`src/rtl/pipe_stage_skid_pkg.sv`:
```
// Shared state encoding and EX/MEM payload layout for the handshaked pipeline stage.
// The payload packer lets stage instances build their bubble value from named fields.
package pipe_stage_skid_pkg;

  typedef enum logic [1:0] {
    PSTG_EMPTY = 2'd0,
    PSTG_ONE   = 2'd1,
    PSTG_TWO   = 2'd2
  } pstg_state_e;

  localparam int EX_MEM_PAYLOAD_W = 157;

  // Field offsets, LSB first: funct3, opcode, csr_wdata, wdata, csr_wreg, wreg, csr_waddr, rd_addr
  localparam int EXM_FUNCT3_LSB    = 0;
  localparam int EXM_OPCODE_LSB    = 3;
  localparam int EXM_CSR_WDATA_LSB = 10;
  localparam int EXM_WDATA_LSB     = 74;
  localparam int EXM_CSR_WREG_LSB  = 138;
  localparam int EXM_WREG_LSB      = 139;
  localparam int EXM_CSR_WADDR_LSB = 140;
  localparam int EXM_RD_ADDR_LSB   = 152;

  function automatic logic [EX_MEM_PAYLOAD_W-1:0] exMemPack(
    input logic [4:0]  rdAddr,
    input logic [11:0] csrWaddr,
    input logic        wreg,
    input logic        csrWreg,
    input logic [63:0] wdata,
    input logic [63:0] csrWdata,
    input logic [6:0]  opcode,
    input logic [2:0]  funct3
  );
    return {rdAddr, csrWaddr, wreg, csrWreg, wdata, csrWdata, opcode, funct3};
  endfunction

  // addi x0, x0, 0 : writes x0, so it is architecturally a no-op
  localparam logic [EX_MEM_PAYLOAD_W-1:0] EX_MEM_BUBBLE =
    exMemPack(5'd0, 12'd0, 1'b1, 1'b0, 64'd0, 64'd0, 7'b0010011, 3'b000);

endpackage

```
`src/rtl/pipe_stage_skid_slot.sv`:
```
// One payload register with load enable; data is deliberately not reset since
// the stage's valid state alone decides whether the contents are meaningful.
module pipe_slot #(
  parameter int DATA_W = 157
) (
  input  logic              clk,
  input  logic              i_load,
  input  logic [DATA_W-1:0] i_data,
  output logic [DATA_W-1:0] o_data
);

  logic [DATA_W-1:0] r_data;

  always_ff @(posedge clk) begin
    if (i_load) r_data <= i_data;
  end

  assign o_data = r_data;

endmodule

```
`src/rtl/pipe_stage_skid.sv`:
```
// Valid/ready pipeline stage with optional 2-entry skid buffer, flush and a
// bubble payload presented whenever the stage holds nothing.
module pipe_stage_skid
  import pipe_stage_skid_pkg::*;
#(
  parameter int                 DATA_W     = EX_MEM_PAYLOAD_W,
  parameter logic [DATA_W-1:0]  BUBBLE_VAL = {DATA_W{1'b0}},
  parameter bit                 SKID_EN    = 1'b1
) (
  input  logic              clk,
  input  logic              rst,
  input  logic              flush_i,
  input  logic              in_valid_i,
  output logic              in_ready_o,
  input  logic [DATA_W-1:0] in_data_i,
  output logic              out_valid_o,
  input  logic              out_ready_i,
  output logic [DATA_W-1:0] out_data_o,
  output logic [1:0]        count_o
);

  pstg_state_e       r_state;
  pstg_state_e       w_state_nxt;
  logic              w_in_ready;
  logic              w_out_valid;
  logic              w_in_fire;
  logic              w_out_fire;
  logic              w_main_load;
  logic              w_main_sel_skid;
  logic [DATA_W-1:0] w_main_d;
  logic [DATA_W-1:0] w_main_q;
  logic [DATA_W-1:0] w_skid_q;

  assign w_out_valid = (r_state != PSTG_EMPTY);
  assign w_in_fire   = in_valid_i & w_in_ready;
  assign w_out_fire  = w_out_valid & out_ready_i;

  always_ff @(posedge clk or negedge rst) begin
    if (!rst) r_state <= PSTG_EMPTY;
    else      r_state <= w_state_nxt;
  end

  // Main always holds the oldest entry, so refills from skid keep FIFO order
  always_comb begin
    w_state_nxt     = r_state;
    w_main_load     = 1'b0;
    w_main_sel_skid = 1'b0;
    case (r_state)
      PSTG_EMPTY: begin
        if (w_in_fire) begin
          w_state_nxt = PSTG_ONE;
          w_main_load = 1'b1;
        end
      end
      PSTG_ONE: begin
        if (w_in_fire && w_out_fire) begin
          w_main_load = 1'b1;
        end else if (w_in_fire) begin
          w_state_nxt = PSTG_TWO;
        end else if (w_out_fire) begin
          w_state_nxt = PSTG_EMPTY;
        end
      end
      PSTG_TWO: begin
        if (w_out_fire) begin
          w_state_nxt     = PSTG_ONE;
          w_main_load     = 1'b1;
          w_main_sel_skid = 1'b1;
        end
      end
      default: w_state_nxt = PSTG_EMPTY;
    endcase
    if (flush_i) w_state_nxt = PSTG_EMPTY;
  end

  assign w_main_d = w_main_sel_skid ? w_skid_q : in_data_i;

  pipe_slot #(.DATA_W(DATA_W)) u_main (
    .clk    (clk),
    .i_load (w_main_load),
    .i_data (w_main_d),
    .o_data (w_main_q)
  );

  generate
    if (SKID_EN) begin : g_skid
      logic w_skid_load;
      assign w_skid_load = w_in_fire & ~w_out_fire & (r_state == PSTG_ONE);
      assign w_in_ready  = (r_state != PSTG_TWO);

      pipe_slot #(.DATA_W(DATA_W)) u_skid (
        .clk    (clk),
        .i_load (w_skid_load),
        .i_data (in_data_i),
        .o_data (w_skid_q)
      );
    end else begin : g_noskid
      assign w_skid_q   = {DATA_W{1'b0}};
      assign w_in_ready = ~w_out_valid | out_ready_i;
    end
  endgenerate

  assign in_ready_o  = w_in_ready;
  assign out_valid_o = w_out_valid;
  assign out_data_o  = w_out_valid ? w_main_q : BUBBLE_VAL;
  assign count_o     = r_state;

endmodule

```
`config.mk`:
```
export PLATFORM = sky130hd
export DESIGN_NAME = pipe_stage_skid
export DESIGN_NICKNAME = d
export VERILOG_FILES = /design/src/rtl/pipe_stage_skid_pkg.sv /design/src/rtl/pipe_stage_skid_slot.sv /design/src/rtl/pipe_stage_skid.sv
export SDC_FILE = /design/constraint.sdc
export NUM_CORES = 1
export LEC_CHECK = 0
export ABC_AREA = 1
export CAP_MARGIN = 25
export CORE_ASPECT_RATIO = 0.7
export CORE_MARGIN = 5
export CORE_UTILIZATION = 40
export DETAILED_ROUTE_END_ITERATION = 8
export GPL_TIMING_DRIVEN = 0
export PLACE_DENSITY_LB_ADDON = 0.2
export SETUP_SLACK_MARGIN = 0.1
export SLEW_MARGIN = 20
export SYNTH_ARGS = -nofsm -noshare
export SYNTH_HDL_FRONTEND = slang
export SYNTH_HIERARCHICAL = 1
export SYNTH_SLANG_ARGS = --single-unit
```
`constraint.sdc`:
```
create_clock -name clk -period 20.7 [get_ports clk]
set_input_delay 2.07 -clock clk [delete_from_list [all_inputs] [get_ports clk]]
set_output_delay 2.07 -clock clk [all_outputs]
set_load 0.01 [all_outputs]
```
# == Word level (Yosys, flattened, before mapping) ==
# Index checks and enable logic that the tools add are counted.
# op_classes
n_mul,0
div_mod_pow,0
n_lt_le_gt_ge,0
reduce_logical,4
bitwise,5
shift,0
eq_ne,7
add_sub_neg,0
n_mux,14
# op_table
cell,count
157-bit 2-to-1 mux,2
2-bit 2-to-1 mux,6
"3-bit inequality test, second input constant",3
2-bit case mux with 3 select lines,1
1-bit bitwise AND,4
1-bit 2-to-1 mux,4
"4-bit inequality test, second input constant",1
4-bit AND reduction,1
1-bit case mux with 3 select lines,1
"2-bit by 1-bit == test with 1-bit output, second input constant",1
"2-bit == test, second input constant",1
2-bit zero test,1
"2-bit inequality test, second input constant",1
2-bit nonzero test,1
1-bit logical AND,1
1-bit NOT,1
# totals
latch_bits,0
memories,0
out_inout_bits,161
mem_bits_ro,0
regBits,316
wordCells,33
ramBits,0
input_bits,162

# == Logic depth before layout (Yosys ltp) ==
# depth
depth_word,7
depth_mapped,7
ltp_nobuf,7

# == Cells and area by module ==
# The synthesis kept the hierarchy.
# modules_own_cells
module,cells_each,area_each_um2,n_inst,seq_area_each_um2
pipe_slot,157,4714.5,2,4714.5
pipe_stage_skid,534,3779.9,1,50.0

# == Worst setup path before layout ==
# No wires, ideal clock.
# synth_path
kind,in2reg
start,in out_ready_i
end,reg g_skid.u_skid.r_data[0] (netlist: g_skid.u_skid/o_data[0]) (enable)
stages,3
path_slack_ns,11.256
path_buffers,0
setup_time_ns,0.677
required_ns,20.023
t_arrival_ns,8.768
path_cell_list,inv_1 > nand2_1 > nor2_1
# synth_between
elab_chain_cells,4
# synth_rtl
element,line,source
"start, declared",pipe_stage_skid.sv:17,"input logic out_ready_i,"
1-bit bitwise AND,pipe_stage_skid.sv:36,assign w_out_fire = w_out_valid & out_ready_i;
1-bit NOT,pipe_stage_skid.sv:88,assign w_skid_load = w_in_fire & ~w_out_fire & (r_state == PSTG_ONE);
1-bit bitwise AND (2 in a row),pipe_stage_skid.sv:88,
net g_skid.w_skid_load,pipe_stage_skid.sv:87,logic w_skid_load;
"end signal, assigned",pipe_stage_skid_slot.sv:15,if (i_load) r_data <= i_data;
"end, declared",pipe_stage_skid_slot.sv:12,logic [DATA_W-1:0] r_data;
# The timed path passes the listed nets, and every way through them passes these cells.
# A chain may end at the register's enable or synchronous reset.

# == Final worst setup path ==
# layout_path
start,reg r_state[0] (netlist: count_o[0])
end,out out_data_o[43]
# layout_between
elab_chain_cells,2
# layout_rtl
element,line,source
"start, declared",pipe_stage_skid.sv:22,pstg_state_e r_state;
"start signal, assigned",pipe_stage_skid.sv:40,else r_state <= w_state_nxt;
2-bit nonzero test,pipe_stage_skid.sv:34,assign w_out_valid = (r_state != PSTG_EMPTY);
157-bit 2-to-1 mux,pipe_stage_skid.sv:105,assign out_data_o = w_out_valid ? w_main_q : BUBBLE_VAL;
"end, declared",pipe_stage_skid.sv:18,"output logic [DATA_W-1:0] out_data_o,"
# No other way between the ends.

==> impl_metrics.tcl <==
set metrics [dict create \
    run_status "complete, no violations" \
    final_cell_mix "clkdlybuf4s50_1, edfxtp_1, inv_1" \
    dieArea_sq_um 36810 \
    ys_types 17 \
    post-cts-setup-buffer-count 0 \
    path_delay_family "buffers and inverters" \
    comb_power_share_pct 17.3 \
    r2r_slack_ps 18330 \
    rr_endpoint "u_main/o_data[79]" \
    die_y_um 162.0 \
    startpoint_type "register" \
    ant_nets 0 \
    grt_overflow 0 \
    dpl.cell_count 1607 \
    cts-htree-levels 1 \
    syn_area_sq_um 13210 \
    fin_nets 1375 \
    power.clock.fraction_pct 34.0 \
    switchingPower_w 0.0003661 \
    grt_use_met1_pct 20.46 \
    synth_fp_nets 1010 \
    insertion_delay_ps 550 \
    fmax_ghz 0.2073 \
    p_sw_share_pct 23.23 \
    maxSlewViolCount 0 \
    max_stage_delay_ps 550 \
    seqPwrFrac_pct 48.7 \
    fin_skew_ps 10.94 \
    worstPathCellList "inv_2, nand2_1, inv_1, buf_2, buf_2, nor2_1, clkdlybuf4s50_1" \
    drtIter0Drc 401 \
    drc 0 \
    cp-end-kind "output port" \
    clkSlewWorstSetupHoldPaths_ps 60 \
    min_from "g_skid.u_skid/o_data[44]" \
    syn_avg_cell_area_sq_um 15.58 \
    grt_pass1_vias 7827 \
    rsz0062_at_grt "false" \
    die_w_um 227.2 \
    internal_power_w 0.001210 \
    ys_ff_latch 316 \
    antenna_found_initial 4 \
    final_area_sq_um 18160 \
    synth_warnings 6 \
    start_util_pct 40.67 \
    clock_path_buffers 3 \
    rows 55 \
    setup_tns_ps 0 \
    drive_gt1_share_pct 19.63 \
    area_growth_pct 37.51 \
    first_pass_iters 5 \
    grt_use_met2_pct 25.34 \
    stdcell_count 1663 \
    cts_tree "built" \
    grt.met3_usage_pct 5.781 \
    slowest_stage "clkdlybuf4s50_1" \
    maxCapViolCount 0 \
    r2r-start "count_o[0]" \
    design.core.area_sq_um 32480 \
    cp_num_buf_inv 5 \
    grt_start_max_net_pins 53 \
    place.gp.congestion 0.7655 \
    cpMostUsedCell "buf_2" \
    wl_per_cell_um 17.96 \
    min_to "u_main/o_data[44]" \
    whs_path_depth 1 \
    hpwl_um 21430 \
    finalSetupViolCount 0 \
    grt_pass1_wl_um 45130 \
    postRouteWirelength_um 29870 \
    p_per_area_nw_per_um2 86.74 \
    io_pins 323 \
    synth_seq_area_share_pct 71.76 \
    total_leakage_power_nw 7.338 \
    path_class "reg2out" \
    crit_arrival_ps 2750 \
    ir_drop_mv 0.06962 \
    rr_worst_depth 7 \
    grt.busiest_layer "met2" \
    worst_pin_slew_ps 449.8 \
    placed_cell_area_sq_um 17210 \
    syn_inst 848 \
    clockRootBuffer "clkbuf_16" \
    cp.required_ps 18630 \
    relSlewSlack_pct 70.02 \
    port_buffers 322 \
    num_vias 7512 \
    viasPerCell 4.517 \
    period_needed_ps 4824 \
    grt_usage_pct 15.68 \
    numClockSinks 316 \
    hold_viol 0 \
    ctsHoldBuffers 0 \
    critical_path_peak_fanout 10 \
    final_common_cell "clkdlybuf4s50_1" \
    cts_resized 0 \
    finalCritPeriodShare_pct 23.30 \
    hold_path_class "reg2reg" \
    cts_made_buffers 31 \
]
cell families (layout without fill, tap and decap cells):
logic type | after synthesis | in the layout | share of synthesized area [%]
AOI/OAI and AO/OA | 2 | 2 | 0.07578
buffers and inverters | 197 | 582 | 6.848
DFF | 316 | 316 | 71.76
muxes | 157 | 157 | 16.23
other | 0 | 3 | 0
and+or+nand+nor | 176 | 176 | 5.087
per-stage QoR:
stage / utilization (%) / hold slack, ps / total power, W / setup WS [ps]
after floorplan: - / 501.3 / 0.0009028 / 11260
after global placement: 52.23 / 507.5 / 0.001061 / 6770
after detailed placement: 52.99 / 517.2 / 0.001058 / 16250
after CTS: 55.90 / 534.7 / 0.001602 / 15750
after global routing: 55.91 / 550.9 / 0.001651 / 15670
final: 55.92 / 534.0 / 0.001576 / 15880
area by class of cell:
class / count / area [sq um]
antenna: 3 / 7.507
buffer: 34 / 292.8
clock buffer: 39 / 805.8
clock inverter: 14 / 138.9
fill: 2699 / 14320
inverter: 163 / 611.8
multi-input combinational: 335 / 2840
sequential: 316 / 9479
tap: 427 / 534.3
timing repair buffer: 332 / 3453
cells in the mapped netlist (all sizes together):
cell type    n  area share, %
edfxtp     314             71
inv        163            4.6
nor2       159            4.5
mux2       157             16
buf         32            2.2
nand2       13           0.37
nand3        3           0.15
clkbuf       2          0.057
dfrtp        2           0.38
o21ai        2          0.076
nand4        1          0.047
sequential cells by signal, indices dropped and copies added (netlist names):
signal,flops
count_o,2
g_skid.u_skid/o_data,157
u_main/o_data,157
how the worst max path moves through the flow:
stage,from,to,slack (ps),cells past startpoint
detailed placement,out_ready_i,u_main/o_data[68],16250,7
CTS,count_o[0],out_data_o[43],15750,7
global route,count_o[0],out_data_o[43],15670,7
finish,count_o[0],out_data_o[43],15880,7
floorplan,out_ready_i,g_skid.u_skid/o_data[0],11260,3
global placement,out_ready_i,g_skid.u_skid/o_data[107],6770,4
power by group through the flow:
| stage | Clock, W | Sequential (W) | Combinational [W] |
|---|---|---|---|
| floorplan | 0 | 0.000788 | 0.000115 |
| global placement | 0 | 0.000796 | 0.000266 |
| detailed placement | 0 | 0.000781 | 0.000276 |
| CTS | 0.000556 | 0.000768 | 0.000278 |
| global route | 0.000585 | 0.000770 | 0.000296 |
| finish | 0.000536 | 0.000767 | 0.000272 |
layer usage:
layer  up-vias  wire [um]
met5         -         27
met4         4        619
met3        44       2593
met2       209      14090
met1      3640      12540
li1       3615          -
Power figures use the tool's default switching activity.
